$ cat src/rtl/pico_pkg.sv
// Shared types and helpers for the SPI frame decoder: FSM state encoding,
// command-word field positions and the address-advance rule.
package pico_pkg;

    typedef enum logic [1:0] {
        CMD   = 2'd0,
        WRITE = 2'd1,
        READ  = 2'd2,
        ERR   = 2'd3
    } frame_state_t;

    localparam int DEFAULT_DATA_W = 8;
    localparam int RNW_BIT        = DEFAULT_DATA_W - 1;

    // Next burst address; wrap to 0 past the last implemented register is silent.
    function automatic int advance_addr(input int addr, input int num_regs, input bit auto_inc);
        if (!auto_inc) begin
            return addr;
        end
        return (addr == num_regs - 1) ? 0 : addr + 1;
    endfunction

endpackage

$ cat src/rtl/spi_word_deserializer.sv
// MSB-first MOSI deserializer: presents the completed word combinationally on
// the edge where the last bit arrives, so the caller can register it there.
module spi_word_deserializer #(
    parameter int DATA_W = 8
) (
    input  logic              sclk,
    input  logic              frame_rstn,
    input  logic              mosi,
    output logic              word_valid,
    output logic [DATA_W-1:0] word
);

    localparam int CNT_W = (DATA_W > 1) ? $clog2(DATA_W) : 1;

    logic [DATA_W-2:0] shift_q, shift_d;
    logic [CNT_W-1:0]  cnt_q, cnt_d;

    assign word       = {shift_q, mosi};
    assign word_valid = (cnt_q == CNT_W'(DATA_W - 1));

    always_comb begin
        shift_d = word[DATA_W-2:0];
        cnt_d   = word_valid ? '0 : cnt_q + 1'b1;
    end

    always_ff @(posedge sclk or negedge frame_rstn) begin
        if (!frame_rstn) begin
            shift_q <= '0;
            cnt_q   <= '0;
        end else begin
            shift_q <= shift_d;
            cnt_q   <= cnt_d;
        end
    end

endmodule

$ cat src/rtl/spi_frame_decoder.sv
// SPI frame decoder: command word then a burst of data words per cs_n frame,
// producing register-file write strobes or POCI read-prefetch strobes.
module spi_frame_decoder
    import pico_pkg::*;
#(
    parameter int DATA_W   = 8,
    parameter int ADDR_W   = 7,
    parameter int NUM_REGS = 64,
    parameter int AUTO_INC = 1
) (
    input  logic              sclk,
    input  logic              rstn,
    input  logic              cs_n,
    input  logic              mosi,
    output logic              wr_en,
    output logic [ADDR_W-1:0] wr_addr,
    output logic [DATA_W-1:0] wr_data,
    output logic              rd_en,
    output logic [ADDR_W-1:0] rd_addr,
    output logic              word_done,
    output logic              frame_err,
    output logic              busy
);

    localparam int RNW = DATA_W - 1;

    logic              frame_rstn;
    logic              word_valid;
    logic [DATA_W-1:0] word;
    logic [ADDR_W-1:0] start_addr;
    logic              rnw;

    // A high cs_n clears the frame exactly like reset, without synchronisation.
    assign frame_rstn = rstn & ~cs_n;
    assign start_addr = word[ADDR_W-1:0];
    assign rnw        = word[RNW];

    spi_word_deserializer #(
        .DATA_W (DATA_W)
    ) u_deser (
        .sclk       (sclk),
        .frame_rstn (frame_rstn),
        .mosi       (mosi),
        .word_valid (word_valid),
        .word       (word)
    );

    function automatic logic [ADDR_W-1:0] next_addr(input logic [ADDR_W-1:0] a);
        return ADDR_W'(advance_addr(int'(a), NUM_REGS, AUTO_INC != 0));
    endfunction

    frame_state_t      state_q, state_d;
    logic [ADDR_W-1:0] addr_q, addr_d;
    logic              wr_en_q, wr_en_d;
    logic              rd_en_q, rd_en_d;
    logic              word_done_q, word_done_d;
    logic              frame_err_q, frame_err_d;
    logic              busy_q, busy_d;
    logic [ADDR_W-1:0] wr_addr_q, wr_addr_d;
    logic [DATA_W-1:0] wr_data_q, wr_data_d;
    logic [ADDR_W-1:0] rd_addr_q, rd_addr_d;

    always_comb begin
        state_d     = state_q;
        addr_d      = addr_q;
        wr_en_d     = 1'b0;
        rd_en_d     = 1'b0;
        word_done_d = word_valid;
        frame_err_d = frame_err_q;
        busy_d      = 1'b1;
        wr_addr_d   = wr_addr_q;
        wr_data_d   = wr_data_q;
        rd_addr_d   = rd_addr_q;

        if (word_valid) begin
            case (state_q)
                CMD: begin
                    if (int'(start_addr) >= NUM_REGS) begin
                        state_d     = ERR;
                        frame_err_d = 1'b1;
                    end else if (rnw) begin
                        state_d   = READ;
                        rd_en_d   = 1'b1;
                        rd_addr_d = start_addr;
                        addr_d    = next_addr(start_addr);
                    end else begin
                        state_d = WRITE;
                        addr_d  = start_addr;
                    end
                end
                WRITE: begin
                    wr_en_d   = 1'b1;
                    wr_addr_d = addr_q;
                    wr_data_d = word;
                    addr_d    = next_addr(addr_q);
                end
                // The word arriving during a read is a dummy; only prefetch the next register.
                READ: begin
                    rd_en_d   = 1'b1;
                    rd_addr_d = addr_q;
                    addr_d    = next_addr(addr_q);
                end
                ERR: begin
                    frame_err_d = 1'b1;
                end
                default: begin
                    state_d = CMD;
                end
            endcase
        end
    end

    always_ff @(posedge sclk or negedge frame_rstn) begin
        if (!frame_rstn) begin
            state_q     <= CMD;
            addr_q      <= '0;
            wr_en_q     <= 1'b0;
            rd_en_q     <= 1'b0;
            word_done_q <= 1'b0;
            frame_err_q <= 1'b0;
            busy_q      <= 1'b0;
        end else begin
            state_q     <= state_d;
            addr_q      <= addr_d;
            wr_en_q     <= wr_en_d;
            rd_en_q     <= rd_en_d;
            word_done_q <= word_done_d;
            frame_err_q <= frame_err_d;
            busy_q      <= busy_d;
        end
    end

    // Address/data buses survive the end of a frame so a slow consumer still sees them.
    always_ff @(posedge sclk or negedge rstn) begin
        if (!rstn) begin
            wr_addr_q <= '0;
            wr_data_q <= '0;
            rd_addr_q <= '0;
        end else begin
            wr_addr_q <= wr_addr_d;
            wr_data_q <= wr_data_d;
            rd_addr_q <= rd_addr_d;
        end
    end

    assign wr_en     = wr_en_q;
    assign wr_addr   = wr_addr_q;
    assign wr_data   = wr_data_q;
    assign rd_en     = rd_en_q;
    assign rd_addr   = rd_addr_q;
    assign word_done = word_done_q;
    assign frame_err = frame_err_q;
    assign busy      = busy_q;

endmodule

$ cat config.mk
export PLATFORM = sky130hd
export DESIGN_NAME = spi_frame_decoder
export DESIGN_NICKNAME = d
export VERILOG_FILES = /design/src/rtl/pico_pkg.sv /design/src/rtl/spi_word_deserializer.sv /design/src/rtl/spi_frame_decoder.sv
export SDC_FILE = /design/constraint.sdc
export NUM_CORES = 1
export LEC_CHECK = 0
export CAP_MARGIN = 25
export CORE_UTILIZATION = 53
export CTS_CLUSTER_DIAMETER = 200
export DETAILED_ROUTE_END_ITERATION = 8
export GPL_TIMING_DRIVEN = 0
export PLACE_DENSITY = 0.86
export SYNTH_ARGS = -nofsm -noshare
export SYNTH_HDL_FRONTEND = slang
export SYNTH_SLANG_ARGS = --single-unit
$ cat constraint.sdc
create_clock -name sclk -period 2.42 [get_ports sclk]
set_input_delay 0.726 -clock sclk [delete_from_list [all_inputs] [get_ports sclk]]
set_output_delay 0.726 -clock sclk [all_outputs]
set_load 0.02 [all_outputs]
==> Yosys cells after proc, flatten, opt, wreduce, memory -nomap -nowiden <==
Cells that the tools add are included.
{ "op_classes": {"n_eq_ne": 9, "mux": 19, "order_cmp": 1, "reduce_logical": 10, "bitwise": 2, "addsub": 3} }
{ "ops": {"columns": ["operator", "n"], "rows": [
  ["2-to-1 mux 7 bit", 6],
  ["one-hot mux 7 bit (2 select lines)", 2],
  ["adder 7 x 1 -> 7 bit, second input constant", 2],
  ["== test 7 bit, second input constant", 2],
  [">= comparator 7 bit, second input constant", 1],
  ["2-to-1 mux 1 bit", 6],
  ["AND reduction 3 bit", 2],
  ["nonzero test 2 bit", 3],
  ["== test 2 bit, second input constant", 2],
  ["2-to-1 mux 2 bit", 2],
  ["!= test 2 bit, second input constant", 2],
  ["one-hot mux 1 bit (2 select lines)", 2],
  ["AND reduction 2 bit", 2],
  ["AND reduction 4 bit", 1],
  ["adder 3 x 1 -> 3 bit, second input constant", 1],
  ["== test 3 bit, second input constant", 1],
  ["2-to-1 mux 3 bit", 1],
  ["== test 2 x 1 -> 1 bit, second input constant", 1],
  ["zero test 2 bit", 1],
  ["!= test 2 x 1 -> 1 bit, second input constant", 1],
  ["OR reduction 2 bit", 1],
  ["AND 1 bit", 1],
  ["NOT 1 bit", 1]
]} }
{ "totals": {"reg_bits": 46, "output_inout_bits": 27, "word_cells": 56, "inputBits": 4} }

==> Logic depth before layout (Yosys ltp) <==
Gate-level depths: netlist of run 1.
{ "depth": {"word_depth": 5, "depth_mapped": 8, "ltp_nobuf": 6} }

==> Hierarchy <==
A second synthesis of run 1 with hierarchy kept.
{ "unflattened": {"hier_cells": 176, "hier_area_um2": 2039.5} }
{ "modules_own_cells": {"columns": ["module", "seq_area_each_um2", "area_each_um2", "cells_per_inst", "n_inst"], "rows": [
  ["spi_frame_decoder", 900.9, 1752.9, 162, 1],
  ["spi_word_deserializer", 250.2, 286.5, 14, 1]
]} }

==> Worst setup path after synthesis of run 1 <==
Ideal clock, no wire load.
{ "synth_timing": {"path_kind": "reg2reg", "start": "register u_deser.cnt_q[0]", "end": "register wr_addr_q[0] (netlist: wr_addr[0])", "slack_ps": 743, "stages_incl_launch_ff": 7, "setup_ps": 125, "t_arrival_ps": 1552, "required_time_ps": 2295, "synth_period_minus_slack_ps": 1677, "n_path_buf": 2, "cell_sequence": "dfrtp_1 > ha_1 > ha_1 > buf_4 > nand2_1 > buf_2 > mux2_2"} }
{ "synth_between": {"elab_chain_len": 2} }
{ "synth_rtl": {"columns": ["element", "line", "rtl"], "rows": [
  ["start, declared", "spi_word_deserializer.sv:16", "logic [CNT_W-1:0] cnt_q, cnt_d;"],
  ["start signal, assigned", "spi_word_deserializer.sv:32", "cnt_q <= cnt_d;"],
  ["== test 3 bit", "spi_word_deserializer.sv:19", "assign word_valid = (cnt_q == CNT_W'(DATA_W - 1));"],
  ["net u_deser.word_valid", "spi_word_deserializer.sv:9", "output logic word_valid,"],
  ["AND reduction 2 bit (no line)", null, null],
  ["end signal, assigned", "spi_frame_decoder.sv:140", "wr_addr_q <= wr_addr_d;"],
  ["end, declared", "spi_frame_decoder.sv:59", "logic [ADDR_W-1:0] wr_addr_q, wr_addr_d;"]
]} }
The timed path passes the listed nets, and every way through them passes these cells.
A chain may end at the register's enable or synchronous reset.

==> Worst setup path after layout of run 1 <==
{ "layout_timing": {"start": "input port mosi", "end": "register addr_q[0]"} }
{ "layout_between": {"elab_chain_len": 5, "word_cells_on_any_way": 9, "cone_classes": "add/sub: 1; order compare: 1; eq/ne: 2; mux: 4; reduce/logical: 1"} }
{ "layout_rtl": {"columns": ["element", "line", "rtl"], "rows": [
  ["start, declared", "spi_frame_decoder.sv:14", "input logic mosi,"],
  ["adder 7 x 1 -> 7 bit or == test 7 bit (tied branches)", "pico_pkg.sv:20", "return (addr == num_regs - 1) ? 0 : addr + 1;"],
  ["2-to-1 mux 7 bit", "pico_pkg.sv:20", null],
  ["2-to-1 mux 7 bit", "spi_frame_decoder.sv:81", "end else if (rnw) begin"],
  ["2-to-1 mux 7 bit", "spi_frame_decoder.sv:78", "if (int'(start_addr) >= NUM_REGS) begin"],
  ["one-hot mux 7 bit (2 select lines)", "spi_frame_decoder.sv:76", "case (state_q)"],
  ["end signal, assigned", "spi_frame_decoder.sv:124", "addr_q <= addr_d;"],
  ["end, declared", "spi_frame_decoder.sv:53", "logic [ADDR_W-1:0] addr_q, addr_d;"]
]} }
Parallel ways exist; a longest one is shown, timed or not. The select of a mux whose other input is x is not followed.

==> results of run 1 <==
## synth_stat cells (all sizes together), types with 2 or more instances
cell type,count
a211o,2
mux2i,7
nand3,3
and2b,3
a21o,2
mux2,12
xor2,2
nand2,20
nand4,2
dfrtp,46
o311ai,2
nor2,3
a41oi,2
nor2b,2
buf,7
ha,9
a21oi,8
o21ai,20
clkbuf,2
inv,9
o21a,2
a21boi,2
## per-stage QoR
stage / setup TNS [ns] / setup slack [ns] / utilization (%)
2_1_floorplan: 0 / 0.3260 / -
3_3_place_gp: -37.42 / -1.558 / 66.11
3_5_place_dp: -5.374 / -0.2594 / 66.58
4_1_cts: 0 / 0.06838 / 69.59
5_1_grt: 0 / 0.1457 / 70.32
6_report: 0 / 0.2354 / 70.32
## flip-flops by register name (all words and copies together) (netlist names), 2 cells and up
signal,flops
rd_addr,7
u_deser.cnt_q,3
u_deser.shift_q,7
state_q,2
wr_addr,7
addr_q,7
wr_data,8
## final timing paths
| check | end | slack (ns) | start |
|---|---|---|---|
| worst max register to register | wr_data[5]$_DFFE_PN0P_ | 0.59 | u_deser.cnt_q[0]$_DFF_PN0_ |
| worst max-delay path | addr_q[0]$_DFFE_PN0P_ | 0.24 | mosi |
| worst min register to register | u_deser.shift_q[3]$_DFF_PN0_ | 0.39 | u_deser.shift_q[2]$_DFF_PN0_ |
| max in group asynchronous | addr_q[0]$_DFFE_PN0P_ | 0.51 | rstn |
| worst min-delay path | u_deser.shift_q[3]$_DFF_PN0_ | 0.39 | u_deser.shift_q[2]$_DFF_PN0_ |
| min in group asynchronous | wr_data[6]$_DFFE_PN0P_ | 0.70 | rstn |
## area by class of cell
cell class	count	area [um^2]	area share [%]
inverter	9	33.78	1.283
tap	48	60.06	2.281
clock buffer	6	82.58	3.137
multi-input combinational	117	874.6	33.22
buffer	9	57.56	2.186
timing repair buffer	32	342.8	13.02
sequential	46	1151	43.73
clock inverter	1	30.03	1.141
## power breakdown
group          internal, mW  switching, mW
Sequential            0.886          0.121
Combinational         0.263          0.274
Clock                 0.330          0.242
## layer usage
| metal | global-route usage [%] | share of wire (%) |
|---|---|---|
| met2 | 35.18 | 50 |
| met4 | 5.435 | 1.4 |
| met3 | 4.861 | 3.8 |
| met1 | 29.55 | 45 |
| met5 | 0 | 0 |
## logic make-up after synthesis
family | Yosys count | synth area share (%)
and+or+nand+nor | 41 | 10.47
adders and majority gates | 9 | 5.326
DFF | 46 | 54.44
xor gates and xnor gates | 3 | 1.243
muxes | 19 | 9.704
AOI/OAI and AO/OA | 44 | 14.32
buffers and inverters | 18 | 4.319
other | 1 | 0.1773
==> out/metrics.yaml, run 1 <==
outcome: "finished clean"
grt_max_degree: 24
critPathRequiredTime_ns: 2.60
cts_tree: "yes"
vias: 1486
die_w_um: 65.17
wl_per_cell_um: 15.50
fin_area_um2: 2633
clock-sinks: 46
finalWirelength_mm: 4.155
cts_hold_buf: 0
grt_pass1_wl_mm: 6.948
synth_area_leader_cell: "dfrtp_1"
endpoint_kind: "flip-flop"
die_h_um: 65.17
cp_cell_sequence: "clkdlybuf4s50_1, ha_1, nand2_1, o311ai_0, a21oi_1, o22a_1"
fill_cells: 282
fin_crit_ns: 2.185
p_total_mw: 2.116
ys_seq_area_share_pct: 54.44
synth_top_area_share_pct: 54.44
drc: 0
ys_warn_count: 0
max_freq_mhz: 457.7
path_class: "primary input to flip-flop"
hold_depth: 0
period_share_pct: 90.27
gp_congestion: 0.8084
clk_pin_slew_ns: 0.08
cts_root_buffer: "clkbuf_8"
cts_max_level: 2
synthArstFlopShare_pct: 100.0
cp.depth: 6
drt_iter0_drc: 95
slew_headroom_pct: 57.43
leakage_nw: 1.214
via_per_inst: 5.545
antenna_found_initial: 0
p_per_area_nw_per_um2: 803.8
rows: 22
dpl.hpwl_mm: 2.988
path_buf_inv: 1
hp-class: "flip-flop to flip-flop"
grt_pass1_vias: 1449
clockBufferDepth: 2
syn_nets: 194
synth-main-ff-cell: "dfrtp_1"
core_um2: 3744
finalHoldViolCount: 0
synth_cell_types: 47
slowest_stage: "clkdlybuf4s50_1"
rsz0062_at_grt: "false"
final_nets: 233
numCtsBuffers: 5
globalRouteOverflowTotal: 0
syn2layout_area_growth_pct: 24.50
worst_pin_slew_ns: 0.6357
arrival_ns: 2.36
slew_violations: 0
start_kind: "primary input"
post_cts_buffers: 0
layout-drive-gt1-share_pct: 17.27
synth.ff_latch_count: 46
cts.repair.resized: 0
dpl.cell_count: 260
start_util_pct: 56.48
path_max_fanout: 6
buffer_ports.inserted: 30
vdd_drop_max_mv: 0.4175
ys_top_cells_by_area: "dfrtp_1 54%, mux2_2 6.4%, ha_1 5.3%"
dpl_cell_area_um2: 2492
syn_area_per_cell_um2: 11.68
finalSetupViolations: 0
synth_enable_flop_cells: 0
ioPinCount: 31
clk_latency_ns: 0.29
diodes: 0
cpPeakStageDelay_ns: 0.61
grtUsageTotal_pct: 21.69
fin_cells: 268
whs_ns: 0.3855
r2r.worst_path.cells: 6
die-area_um2: 4246
synthCells: 181
maxCapViolations: 0
fin_skew_ns: 0.006224
final_common_cell: "dfrtp_1"
synth_area_um2: 2115
postRouteAntennaNets: 0
drt-pass1-iter-count: 4
path_delay_family: "compound AO/OA/AOI/OAI gates"
layout_common_cells: "46 x dfrtp_1, 30 x clkdlybuf4s50_1, 19 x nand2_1"
No activity file was read; power rests on OpenSTA's default activity.
==> run 2, diff against run 1 <==
CTS_CLUSTER_SIZE = 8   (was default)
==> results of run 2 <==
No change in the layout: final DEF, timing and power equal those of run 1.
==> run 3, diff against run 2 <==
CTS_CLUSTER_SIZE = 25   (was 8)
GPL_ROUTABILITY_DRIVEN = 0   (was default)
==> results of run 3 <==
No change in the layout: final DEF, timing and power equal those of run 1.
